===== src/rtl/clk_period_meter.sv =====
// Measures period and high time of an asynchronous square wave in clk_in cycles,
// with lock detection on successive periods and loss-of-signal timeout.
module clk_period_meter #(
   parameter int unsigned WIDTH      = 32,
   parameter int unsigned TIMEOUT    = 1000000,
   parameter int unsigned LOCK_COUNT = 4,
   parameter int unsigned TOLERANCE  = 1
) (
   input  logic             clk_in,
   input  logic             rst_n,
   input  logic             sig_in,
   output logic [WIDTH-1:0] period_out,
   output logic [WIDTH-1:0] high_out,
   output logic             valid_out,
   output logic             locked_out,
   output logic             timeout_out
);

   localparam int unsigned MW = (LOCK_COUNT < 2) ? 1 : $clog2(LOCK_COUNT + 1);
   localparam logic [WIDTH-1:0] TO_C  = WIDTH'(TIMEOUT);
   localparam logic [WIDTH-1:0] TOL_C = WIDTH'(TOLERANCE);
   localparam logic [WIDTH-1:0] ONE_C = WIDTH'(1);
   localparam logic [MW-1:0]    LC_C  = MW'(LOCK_COUNT);

   typedef enum logic {IDLE, ARMED} state_e;

   state_e           state_q, state_d;
   logic             sync1_q, sync2_q, prev_q;
   logic [WIDTH-1:0] cnt_q, cnt_d;
   logic [WIDTH-1:0] hl_q, hl_d;
   logic [WIDTH-1:0] prevp_q, prevp_d;
   logic [WIDTH-1:0] per_q, per_d;
   logic [WIDTH-1:0] high_q, high_d;
   logic [MW-1:0]    mc_q, mc_d;
   logic             first_q, first_d;
   logic             valid_q, valid_d;
   logic             lock_q, lock_d;
   logic             to_q, to_d;
   logic             rise, fall;
   logic [WIDTH-1:0] diff;

   assign rise = sync2_q & ~prev_q;
   assign fall = ~sync2_q & prev_q;
   assign diff = (cnt_q >= prevp_q) ? (cnt_q - prevp_q) : (prevp_q - cnt_q);

   always_comb begin
      state_d = state_q;
      cnt_d   = cnt_q;
      hl_d    = hl_q;
      prevp_d = prevp_q;
      per_d   = per_q;
      high_d  = high_q;
      mc_d    = mc_q;
      first_d = first_q;
      valid_d = 1'b0;
      lock_d  = lock_q;
      to_d    = to_q;
      case (state_q)
         IDLE: begin
            if (rise) begin
               state_d = ARMED;
               cnt_d   = ONE_C;
               hl_d    = '0;
               to_d    = 1'b0;
               first_d = 1'b1;
            end
         end
         ARMED: begin
            // a rise on the timeout cycle still publishes; timeout only when no rise
            if (rise) begin
               per_d   = cnt_q;
               high_d  = hl_q;
               valid_d = 1'b1;
               hl_d    = '0;
               cnt_d   = ONE_C;
               prevp_d = cnt_q;
               first_d = 1'b0;
               if (first_q)           mc_d = '0;
               else if (diff <= TOL_C) mc_d = (mc_q == LC_C) ? mc_q : mc_q + MW'(1);
               else                   mc_d = '0;
               lock_d = (mc_d == LC_C);
            end else if (cnt_q == TO_C) begin
               state_d = IDLE;
               to_d    = 1'b1;
               lock_d  = 1'b0;
               mc_d    = '0;
            end else begin
               cnt_d = cnt_q + ONE_C;
               if (fall) hl_d = cnt_q;
            end
         end
         default: state_d = IDLE;
      endcase
   end

   always_ff @(posedge clk_in or negedge rst_n) begin
      if (!rst_n) begin
         state_q <= IDLE;
         sync1_q <= 1'b0;
         sync2_q <= 1'b0;
         prev_q  <= 1'b0;
         cnt_q   <= '0;
         hl_q    <= '0;
         prevp_q <= '0;
         per_q   <= '0;
         high_q  <= '0;
         mc_q    <= '0;
         first_q <= 1'b0;
         valid_q <= 1'b0;
         lock_q  <= 1'b0;
         to_q    <= 1'b0;
      end else begin
         state_q <= state_d;
         sync1_q <= sig_in;
         sync2_q <= sync1_q;
         prev_q  <= sync2_q;
         cnt_q   <= cnt_d;
         hl_q    <= hl_d;
         prevp_q <= prevp_d;
         per_q   <= per_d;
         high_q  <= high_d;
         mc_q    <= mc_d;
         first_q <= first_d;
         valid_q <= valid_d;
         lock_q  <= lock_d;
         to_q    <= to_d;
      end
   end

   assign period_out  = per_q;
   assign high_out    = high_q;
   assign valid_out   = valid_q;
   assign locked_out  = lock_q;
   assign timeout_out = to_q;

endmodule


===== config.mk =====
export PLATFORM = sky130hd
export DESIGN_NAME = clk_period_meter
export DESIGN_NICKNAME = d
export VERILOG_FILES = /design/src/rtl/clk_period_meter.sv
export SDC_FILE = /design/constraint.sdc
export NUM_CORES = 1
export LEC_CHECK = 0
export CAP_MARGIN = 0
export CORE_ASPECT_RATIO = 0.7
export CORE_MARGIN = 2
export CORE_UTILIZATION = 48
export DETAILED_ROUTE_END_ITERATION = 8
export GPL_TIMING_DRIVEN = 0
export MAX_ROUTING_LAYER = met4
export PLACE_DENSITY = 0.67
export SETUP_SLACK_MARGIN = 0.05
export SKIP_LAST_GASP = 1
export SLEW_MARGIN = 20
export SYNTH_ARGS = -nofsm -noshare
export SYNTH_HDL_FRONTEND = slang
export SYNTH_SLANG_ARGS = --single-unit

===== constraint.sdc =====
create_clock -name clk_in -period 5 [get_ports clk_in]
set_input_delay 0.5 -clock clk_in [delete_from_list [all_inputs] [get_ports clk_in]]
set_output_delay 0.5 -clock clk_in [all_outputs]
set_load 0.005 [all_outputs]

==> run metrics <==
syn nets=1154; Detail Route Antenna Nets=0; Antenna Cells=0; leak pwr=0.00497 uW; ys flop type=dfrtp_1; die area=20700 sq um; final WL=27500 um; layout cells sized above 1=0.0870; M1 WL=14300 um; Post-synth EDFFs=0; worst stage delay on the critical path=0.53 ns; IO Port Bufs=69; routed wl met3=2040 um; Hold Path Class=input pin to async pin; largest net degree at the start of global routing=78; area growth from synthesis to layout=18.3%; CTS Hold Bufs=0; cell area after synthesis=9370 sq um; Mapped Cells=1082; yosys warns=0; I/O pin count=70; Reg clk slew, reported paths=0.07 ns; CP Class=flop to flop; actual slew at the worst max-slew pin=0.850 ns; GP Congestion=0.909; final global-route overflow total=0; Vias=8402; Crit-path slowest cell=or4_4; MaxCap Viol Count=0; slew margin rel.=0.433; Synth async-reset ratio=1.00; RSZ-0062 raised after global routing=no; Die Width=171 um; Multi-input gate area=5360 sq um; Critical Path End Type=flop; failing checks=negative hold slack; crit path max fanout=10; R2R Path Start=cnt_q[0]$_DFFE_PN0P_; outcome=finished, violations left; Worst setup SP type=flop; clk buf depth=2; vias in the first global route=8002; Fin Hold WS=-0.00208 ns; worst r2r dst=mc_q[2]$_DFFE_PN0P_; worst skew pair latency=0.43 ns; vias per inst=5.80; Placeable Area=19000 sq um; first-pass GRT wire length=44400 um; per-cell routed wire length=19.0 um; reg2reg setup slack=0.28 ns; DRC=0; #FFs+latches synth=139; chip height=121 um; average size of a mapped cell=8.66 sq um; Worst Skew=0.0199 ns; Max Slew Vio Count=0; maximum vdd drop=0.220 mV; Final setup viols=0; WL met2=10900 um; Crit path required time=5.37 ns; final instance count without filler cells=1448; Pwr Total=5110 uW; Post-CTS Setup Bufs=0; 1st-iter DRT viols=779; clk root buf=clkbuf_16; fmax=212 MHz; 1st-pass router iterations=5; detailed placement HPWL=21200 um; Seq. cell area=3480 sq um; Critical Path, Cell by Cell=inv_1, ha_1, inv_1, fa_1, a211oi_2, o21ai_1, a211oi_2, o21ai_2, nor2_2, buf_2, mux2i_1, xor2_1, nand2_1, or4_4, a311oi_2, o22a_1; clock tree from TritonCTS=done; dpl cells=1416; row count=42; Top delay family on crit path=compound AO/OA/AOI/OAI gates; gr usage total=0.285; initial antenna violation count=0; min Tclk post-route=4.72 ns; Reg2Reg Depth=16; Num CTS Buffers=17; top sig layer=met4; Sink Count=139; FILL cells=1734; CTS resizes=0; initial core utilization=0.492; fin nets=1243; Pwr Density=461 nW/um^2; sequential area share after synthesis=0.371; Yosys cell types=76; H-tree levels=4; Final Hold Vio Count=1; crit share post-route=0.943; WP data arrival=5.08 ns; Buffers & Inverters on Critical Path=3
final cells by class:
type | count | area share
Buffer | 55 | 0.0213
Clock buffer | 19 | 0.0391
Clock inverter | 13 | 0.0193
Inverter | 82 | 0.0278
Multi-Input combinational cell | 806 | 0.484
Sequential cell | 139 | 0.314
Tap cell | 264 | 0.0298
Timing Repair Buffer | 70 | 0.0653
cell usage in the layout, fill, tap and decap left out, types with 16 or more instances in the layout:
master and instances:
a21oi_1 77, buf_2 18, clkbuf_1 37, clkbuf_16 17
clkdlybuf4s50_1 68, dfrtp_1 139, ha_1 67, inv_1 78
mux2_2 33, nand2_1 96, nand3_1 56, nand4_1 32
nor2_1 68, nor3_1 24, o211ai_1 16, o21ai_0 103
xnor2_1 52
worst reg2reg max path: stages, from the launching register on:
cell and delay, ns:
dfrtp_1 0.48, inv_1 0.27, ha_1 0.24, inv_1 0.06, fa_1 0.42, a211oi_2 0.25
o21ai_1 0.24, a211oi_2 0.40, o21ai_2 0.18, nor2_2 0.25, buf_2 0.33, mux2i_1 0.30
xor2_1 0.24, nand2_1 0.07, or4_4 0.53, a311oi_2 0.25, o22a_1 0.16
sequential cells by signal, indices dropped and copies added, names as in the netlist, 3 cells and up:
register / flops
hl_q: 32
period_out: 32
mc_q: 3
cnt_q: 32
high_out: 32
metrics by stage:
| stage | setup WS, ns | hold slack (ns) | instance area [sq um] | TNS (ns) | util |
|---|---|---|---|---|---|
| final | 0.285 | -0.00208 | 11100 | 0 | 0.582 |
| after global placement | -2.23 | 0.332 | 10400 | -308.78 | 0.546 |
| after detailed placement | 0.215 | 0.336 | 10400 | 0 | 0.548 |
| after CTS | 0.189 | 0.0175 | 11100 | 0 | 0.582 |
| after floorplan | 1.07 | 0.204 | 9370 | 0 | - |
| after global routing | 0.102 | 0.0337 | 11100 | 0 | 0.582 |
logic make-up after synthesis:
family,after synthesis,synth area share
mux,39,0.0462
buf+inv,137,0.0581
fa+ha+maj,69,0.0938
simple gates,339,0.175
compound gates,296,0.197
xor+xnor,63,0.0589
flops,139,0.371
synthesized netlist by cell type (7+ instances only):
| cell type | number | share of area |
|---|---|---|
| o21ai_0 | 104 | 0.056 |
| nor2b_1 | 9 | 0.0060 |
| and3_1 | 11 | 0.0073 |
| nor4_1 | 9 | 0.0060 |
| a211oi_1 | 7 | 0.0056 |
| nor2_1 | 69 | 0.028 |
| mux2_2 | 33 | 0.040 |
| dfrtp_1 | 139 | 0.37 |
| o21a_1 | 8 | 0.0064 |
| clkbuf_1 | 35 | 0.014 |
| xnor2_1 | 52 | 0.049 |
| nand3_1 | 56 | 0.030 |
| nor3_1 | 24 | 0.013 |
| or3_1 | 7 | 0.0047 |
| ha_1 | 67 | 0.089 |
| nand4_1 | 32 | 0.021 |
| a21o_1 | 14 | 0.011 |
| buf_2 | 18 | 0.0096 |
| inv_1 | 78 | 0.031 |
| nand2_1 | 97 | 0.039 |
| o21bai_1 | 8 | 0.0064 |
| o211ai_1 | 16 | 0.013 |
| a21oi_1 | 77 | 0.041 |
| xor2_1 | 11 | 0.010 |
where the power goes:
group / switching (uW) / internal [uW] / total, uW
combinational: 1390 / 1070 / 2460
clock: 525 / 891 / 1420
sequential: 60.1 / 1170 / 1230
total: 1970 / 3130 / 5110
layer usage:
layer  GRT usage  up-vias
met3      0.0548       24
met4      0.0609        0
met1       0.454     4061
li1            -     4027
met5           -        -
met2       0.368      290
how the worst max path moves through the flow:
stage | startpoint | endpoint | slack, ns | cells after the start
final | cnt_q[0]$_DFFE_PN0P_ | mc_q[2]$_DFFE_PN0P_ | 0.28 | 16
after global routing | cnt_q[0]$_DFFE_PN0P_ | mc_q[2]$_DFFE_PN0P_ | 0.10 | 16
after CTS | cnt_q[0]$_DFFE_PN0P_ | mc_q[2]$_DFFE_PN0P_ | 0.19 | 16
after detailed placement | cnt_q[0]$_DFFE_PN0P_ | mc_q[2]$_DFFE_PN0P_ | 0.21 | 16
after global placement | rst_n | period_out[1]$_DFFE_PN0P_ | -2.23 | 1
after floorplan | cnt_q[0]$_DFFE_PN0P_ | mc_q[2]$_DFFE_PN0P_ | 1.07 | 15
No activity file was read; power rests on OpenSTA's default activity.
